## config.mk

```make
export PLATFORM = sky130hd
export DESIGN_NAME = l2_timeout_wdog
export DESIGN_NICKNAME = d
export VERILOG_FILES = /design/src/rtl/l2_timeout_wdog.sv
export SDC_FILE = /design/constraint.sdc
export NUM_CORES = 1
export LEC_CHECK = 0
export CORE_MARGIN = 2
export CORE_UTILIZATION = 35
export CTS_CLUSTER_SIZE = 28
export DETAILED_ROUTE_END_ITERATION = 16
export GPL_TIMING_DRIVEN = 0
export PLACE_DENSITY = 0.58
export SYNTH_ARGS = -nofsm -noshare
export SYNTH_HDL_FRONTEND = slang
export SYNTH_SLANG_ARGS = --single-unit
```

## constraint.sdc

```tcl
create_clock -name clk -period 3.81 [get_ports clk]
set_input_delay 0.9525 -clock clk [delete_from_list [all_inputs] [get_ports clk]]
set_output_delay 0.9525 -clock clk [all_outputs]
set_load 0.02 [all_outputs]
```

## src/rtl/l2_timeout_wdog.sv

```systemverilog
// L2 command-timeout watchdog: programmable timeout, clock prescaler, sticky error with clear.
// Optional half-way warning output is enabled by defining L2_TIMER_WARN_EN.
module l2_timeout_wdog #(
    parameter int CNT_W   = 21,
    parameter int PRESC_W = 4
) (
    input  logic               clk,
    input  logic               rst_n,
    input  logic               pin_timer_disable_i,
    input  logic               l3_en_i,
    input  logic               l3_cmd_done_i,
    input  logic               timer_stop_i,
    input  logic               err_clr_i,
    input  logic [CNT_W-1:0]   cfg_timeout_i,
    input  logic [PRESC_W-1:0] cfg_presc_i,
    output logic               timer_busy_o,
    output logic [CNT_W-1:0]   timer_cnt_o,
`ifdef L2_TIMER_WARN_EN
    output logic               timer_warn_o,
`endif
    output logic               err_timeout_o
);

    typedef enum logic [1:0] {
        IDLE    = 2'd0,
        RUN     = 2'd1,
        EXPIRED = 2'd2
    } state_t;

    localparam logic [CNT_W-1:0] CNT_ONE = {{(CNT_W-1){1'b0}}, 1'b1};
    localparam logic [CNT_W-1:0] CNT_MAX = {CNT_W{1'b1}};
    localparam logic [PRESC_W-1:0] PRESC_ONE = {{(PRESC_W-1){1'b0}}, 1'b1};

    state_t             state_q, state_d;
    logic [CNT_W-1:0]   cnt_q, cnt_d;
    logic [PRESC_W-1:0] presc_cnt_q, presc_cnt_d;
    logic [CNT_W-1:0]   tmo_l_q, tmo_l_d;
    logic [PRESC_W-1:0] presc_l_q, presc_l_d;
    logic               expired_q, expired_d;
    logic               warn_q, warn_d;
    logic               tick;

    assign tick = (presc_cnt_q == presc_l_q);

    always_ff @(posedge clk or negedge rst_n) begin
        if (!rst_n) begin
            state_q     <= IDLE;
            cnt_q       <= '0;
            presc_cnt_q <= '0;
            tmo_l_q     <= '0;
            presc_l_q   <= '0;
            expired_q   <= 1'b0;
            warn_q      <= 1'b0;
        end else begin
            state_q     <= state_d;
            cnt_q       <= cnt_d;
            presc_cnt_q <= presc_cnt_d;
            tmo_l_q     <= tmo_l_d;
            presc_l_q   <= presc_l_d;
            expired_q   <= expired_d;
            warn_q      <= warn_d;
        end
    end

    always_comb begin
        state_d     = state_q;
        cnt_d       = '0;
        presc_cnt_d = '0;
        tmo_l_d     = tmo_l_q;
        presc_l_d   = presc_l_q;
        expired_d   = expired_q;
        warn_d      = 1'b0;

        if (l3_en_i) begin
            // Restart from any state; configuration is frozen for the whole run.
            state_d   = RUN;
            tmo_l_d   = cfg_timeout_i;
            presc_l_d = cfg_presc_i;
            expired_d = 1'b0;
        end else begin
            case (state_q)
                RUN: begin
                    if (l3_cmd_done_i || timer_stop_i) begin
                        state_d = IDLE;
                    end else if (!tick) begin
                        cnt_d       = cnt_q;
                        presc_cnt_d = presc_cnt_q + PRESC_ONE;
                        warn_d      = warn_q;
                    end else if ((tmo_l_q != '0) && (cnt_q == tmo_l_q - CNT_ONE)) begin
                        state_d   = EXPIRED;
                        expired_d = 1'b1;
                    end else begin
                        // Saturate only matters for the never-expire (tmo_l == 0) case.
                        cnt_d  = (cnt_q == CNT_MAX) ? cnt_q : cnt_q + CNT_ONE;
                        warn_d = warn_q ||
                                 ((tmo_l_q > CNT_ONE) && (cnt_d == (tmo_l_q >> 1)));
                    end
                end
                EXPIRED: begin
                    if (err_clr_i) begin
                        state_d   = IDLE;
                        expired_d = 1'b0;
                    end
                end
                default: state_d = IDLE;
            endcase
        end
    end

    assign err_timeout_o = expired_q & ~pin_timer_disable_i;
    assign timer_busy_o  = (state_q == RUN);
    assign timer_cnt_o   = cnt_q;

`ifdef L2_TIMER_WARN_EN
    assign timer_warn_o = warn_q;
`else
    logic unused_warn;
    assign unused_warn = warn_q;
`endif

endmodule

```

**After elaboration in Yosys (flattened, before gate mapping)**

Cells that the tools add are included.
Widths: inputs -> output; s select.

- Input port bits: 32
- Output and inout bits: 23
- Register bits: 53
- Word-level logic and storage cells: 52

- Add/sub/neg operators: 3
- Bitwise operators: 2
- Muxes and demuxes: 22
- Eq/ne operators: 12
- Reduce and logical (&&, ||, !) cells: 7

Operator list:

| operator | number |
|---|---|
| $mux 21 | 6 |
| $add 21x1->21 const B | 1 |
| $eq 21x21->1 | 1 |
| $eq 21x21->1 const B | 1 |
| $reduce_bool 21->1 | 1 |
| $sub 21x1->21 const B | 1 |
| $mux 4 | 4 |
| $mux 2 | 5 |
| $ne 4x2->1 const B | 2 |
| $ne 3x2->1 const B | 2 |
| $ne 3x3->1 const B | 2 |
| $mux 1 | 5 |
| $ne 5x5->1 const B | 1 |
| $reduce_and 5->1 | 1 |
| $add 4x1->4 const B | 1 |
| $eq 4x4->1 | 1 |
| $pmux 2 s2 | 1 |
| $reduce_and 3->1 | 1 |
| $reduce_bool 3->1 | 1 |
| $eq 2x1->1 const B | 1 |
| $eq 2x2->1 const B | 1 |
| $pmux 1 s2 | 1 |
| $reduce_and 2->1 | 1 |
| $and 1x1->1 | 1 |
| 3 further kinds | 3 |

**Depth between registers and ports, before layout**

- Word-level depth: 8
- Mapped depth: 13
- Depth with buffers taken out: 11

**Least setup slack after synthesis**

No wires, ideal clock.

- Path type: flip-flop to flip-flop
- Start: register tmo_l_q[0]
- End: register cnt_q[20], in the netlist timer_cnt_o[20]
- Cell stages (with the launch flop): 14
- Arrival: 2.756 ns
- Slack: 0.932 ns
- Setup time: 0.121 ns
- Path through: dfrtp_1 -> inv_1 -> ha_1 -> or4b_4 -> nor4b_2 -> xnor2_1 -> a2111oi_2 -> nand4_1 -> nor4_2 -> buf_4 -> nand2_1 -> nand2_2 -> buf_6 -> nor2_1

- Longest elaborated chain between the ends: 8
- Elaborated cells between the ends (all ways): 11
- Classes of those cells: 1 x add/sub; 2 x eq/ne; 5 x mux; 3 x reduce/logical

Ends and longest elaborated chain:

| element | RTL line | source |
|---|---|---|
| start, declared | 37 | `logic [CNT_W-1:0] tmo_l_q, tmo_l_d;` |
| start signal, assigned | 58 | `tmo_l_q <= tmo_l_d;` |
| $sub 21x1->21 | 89 | `end else if ((tmo_l_q != '0) && (cnt_q == tmo_l_q - CNT_ONE)) begin` |
| $eq 21x21->1 | 89 |  |
| $logic_and 1x1->1 (*) | 89 |  |
| $mux 21 | 89 |  |
| $mux 21 | 85 | `end else if (!tick) begin` |
| $mux 21 | 83 | `if (l3_cmd_done_i \|\| timer_stop_i) begin` |
| $mux 21 | 81 | `case (state_q)` |
| $mux 21 | 74 | `if (l3_en_i) begin` |
| end signal, assigned | 56 | `cnt_q <= cnt_d;` |
| end, declared | 35 | `logic [CNT_W-1:0] cnt_q, cnt_d;` |

Mark *: on every way between the ends. The rest lies on a longest branch, timed or not. The select of a mux whose other input is x is not followed.
A chain may end at the register's enable or synchronous reset.

**Worst setup path in the final report**

- Start: register tmo_l_q[5]
- End: register cnt_q[2], in the netlist timer_cnt_o[2]

Same word-level chain as after synthesis.

==> flow_results.org <==
** STA
- Setup slack on the critical path of the routed design comes to 416 ps.
- Number of endpoints failing setup at the final stage :: 0
- The final hold violation count is 0.
- The final number of max-transition violations is 0.
- Min Tclk post-route :: 3390 ps
- Dividing the final minimum period by the clock period gives 89.1%.
- Adding up every negative setup slack in the final design gives 0 ps.
- Worst slew margin relative to its limit :: 29.6%
- Least-Margin Pin Slew :: 1050 ps
- FMAX :: 295 MHz
- Setup repair after global routing left no endpoint under its margin.
- On the final layout, the worst clock skew is 7.49 ps.

** Synthesis
- Syn Std Cell Area :: 3130 sq um
- Number of distinct library cells after synthesis :: 49
- The Yosys step of the flow raised 0 warnings.
- Syn Inst Count :: 314
- Top area cells in the synthesized netlist :: dfrtp_1 (42%), mux2_2 (7.9%), xor2_1 (6.4%)
- The largest total area in the synthesized netlist belongs to dfrtp_1.
- The number of nets in the synthesized netlist is 349.
- Flip-flop and latch count after synthesis :: 53
- Seq/Total Area, Yosys :: 42.3%
- Async S/R FF share, synth :: 100%
- EDFF count, synth :: 0
- Among all flip-flop cells after synthesis, the most frequent one is dfrtp_1.
- Fraction of post-synthesis cell area in the top cell type by area :: 42.3%
- Synthesized area per cell :: 9.98 sq um

** Floorplan
- Number of core rows :: 34
- CORE AREA :: 8720 sq um
- Ports :: 55
- The die covers 9720 sq um.
- For this configuration, the core starts out at a cell density of 35.9%.
- Die Width :: 98.6 um
- The floorplan step set the die height to 98.6 um.

** Global route
- Across every metal layer, demand over resource in global routing totals 16.6%.
- Number of global-route vias before repair :: 2609
- The number of antenna violations at the first check in global routing came to 0.
- Entering global routing, the biggest net connects 37 pins.
- Congestion Overflow GR :: 0
- Wire length of the first global-routing pass :: 13100 um

** Detailed routing
- After detailed routing, the average wire length per cell comes to 16.3 um.
- Highest metal layer with signal wires :: met4
- Post-route met1 wirelength :: 3630 um
- Met2 wire length :: 3910 um
- Vias after detailed routing :: 2622
- After detailed routing, the met3 layer carries 298 um of wire.
- Number of design-rule violations left by the first detailed-router iteration :: 108
- Wires add up to 7900 um.
- Total DRC errors in the routed layout :: 0
- Antenna-violating nets left :: 0
- Using the TritonRoute via totals, the vias-per-cell ratio works out to 5.42.
- Drt first pass iters :: 4

** Setup path
- For flop-to-flop paths, the worst setup slack is 420 ps.
- Data required time at the worst endpoint :: 4020 ps
- Critical path type :: reg2reg
- Along the worst path, the maximum fanout reaches 10.
- STA classifies the critical path startpoint as a register.
- At the worst endpoint, the arrival time is 3600 ps.
- STA classifies the critical path endpoint as a register.

** CTS
- CTS tree :: built
- CTS built an H-tree with a depth of 2.
- Clock sink count :: 53
- The clock reaches the later pin of the worst-skew pair after 310 ps.
- Maximum number of buffers from clock root to sink :: 2
- The cell sitting at the root of the clock tree is a clkbuf_8.
- Clock-pin slew was measured on the worst setup and hold paths at 100 ps.
- Count of hold-fix buffers inserted at cts :: 0
- Number of buffers added by the clock tree synthesis step :: 5

** Power
- Power density of the placed cells :: 321 nW/um^2
- Highest ir drop seen on vdd :: 0.000146 V
- The analysis attributes to cell leakage a power of 1.53 nW.

** Layout
- The number of antenna diodes in the final layout is 0.
- Counting the fill cells in the layout gives 835.
- Of the cells placed in the final design, the portion with a size suffix greater than 1 is 13.6%.
- In the final design database the tool counted 410 nets.
- Area Growth Syn to Fin :: 26.4%
- Leaving out fill and tap cells, the most frequent cell in the layout is dfrtp_1.
- Leaving out fill and tap cells, the most frequent cells in the layout are dfrtp_1 (53), clkdlybuf4s50_1 (52), nor2_1 (36).

** Run status
- The flow ran to the end, and the final reports show no timing, DRC or antenna violations.

** Min path
- Hold WC Path Type :: reg2reg

** Place
- Placed wire-length estimate :: 5900 um
- Routability Congestion :: 0.836
- Pre-CTS WS :: 157 ps
- Number of buffer cells added on primary ports :: 53

** Job
- Max-cap violations in this run came to 0.
[metrics by stage]
stage	hold WS, ps	area, sq um	cells	util, %	power [mW]
2_1_floorplan	471	3130	314	-	0.744
3_3_place_gp	501	3800	475	43.6	0.817
3_5_place_dp	508	3810	476	43.7	0.822
4_1_cts	525	3950	484	45.3	1.29
5_1_grt	556	3960	484	45.4	1.33
6_report	524	3960	484	45.4	1.27
[per-layer routing]
layer	vias to the layer above	GRT usage [%]
met5	-	0
met3	7	2.70
met4	0	4.00
li1	1251	-
met2	54	27.6
met1	1310	22.8
[cells by family after synthesis]
kind of cell | Yosys count | synth area share (%)
AND/OR/NAND/NOR | 127 | 23.4
flip-flops | 53 | 42.3
XOR/XNOR | 45 | 12.6
AO/OA/AOI/OAI | 43 | 9.02
multiplexers | 24 | 8.55
buffers and inverters | 19 | 2.96
adder cells (fa/ha/maj) | 3 | 1.20
[path summary, 6_finish.rpt]
check                          startpoint              end  cells after the start
min in group asynchronous           rst_n  timer_cnt_o[17]                      1
max reg2reg                    tmo_l_q[5]   timer_cnt_o[2]                     11
max                            tmo_l_q[5]   timer_cnt_o[2]                     11
min reg2reg                presc_cnt_q[0]   presc_cnt_q[0]                      1
max in group asynchronous           rst_n   timer_cnt_o[6]                      2
min                        presc_cnt_q[0]   presc_cnt_q[0]                      1
[Yosys cell counts, types with 3 or more instances]
| library cell | count |
|---|---|
| nand4b_1 | 3 |
| dfrtp_1 | 53 |
| xor2_1 | 23 |
| xnor2_1 | 22 |
| nor2_1 | 36 |
| nand2_1 | 20 |
| nand3b_1 | 5 |
| nor3_1 | 6 |
| and4_1 | 4 |
| nor4_1 | 7 |
| a21oi_1 | 10 |
| and3_1 | 7 |
| nand4_1 | 5 |
| nand2b_1 | 6 |
| inv_1 | 6 |
| a22oi_1 | 3 |
| clkbuf_1 | 6 |
| nand3_1 | 13 |
| a31oi_1 | 4 |
| o21ai_0 | 11 |
| ha_1 | 3 |
| mux2_2 | 22 |
[layout make-up]
class / instances / area [sq um] / area share [%]
Clock buffer: 5 / 68.8 / 1.74
Buffer: 13 / 70.1 / 1.77
Multi-Input combinational cell: 242 / 1730 / 43.6
Inverter: 6 / 22.5 / 0.569
Tap cell: 108 / 135 / 3.41
Clock inverter: 3 / 65.1 / 1.64
Sequential cell: 53 / 1330 / 33.5
Timing Repair Buffer: 54 / 546 / 13.8
[critical path, cell delays in order, from the launching register on]
cell and delay [ps]:
dfrtp_1 480, or4_4 620, nor4b_4 420, nor2_1 110
nor4_2 330, o211ai_1 160, nor4_2 410, buf_4 240
nand2_1 80, nand2_2 190, buf_6 170, nor2_1 60
[registers in the layout, indices dropped and copies added (netlist names)]
register and flops:
expired_q 1, state_q 2, timer_cnt_o 21, tmo_l_q 21
presc_l_q 4, presc_cnt_q 4
[what timing repair did]
action	in CTS	in global routing
resized for setup	0	2
setup buffers	0	0
setup endpoints to repair	0	18
[power by group]
group	internal [mW]	switching (mW)
logic	0.101	0.0883
registers	0.589	0.0338
clock network	0.261	0.199
Power figures use the tool's default switching activity.
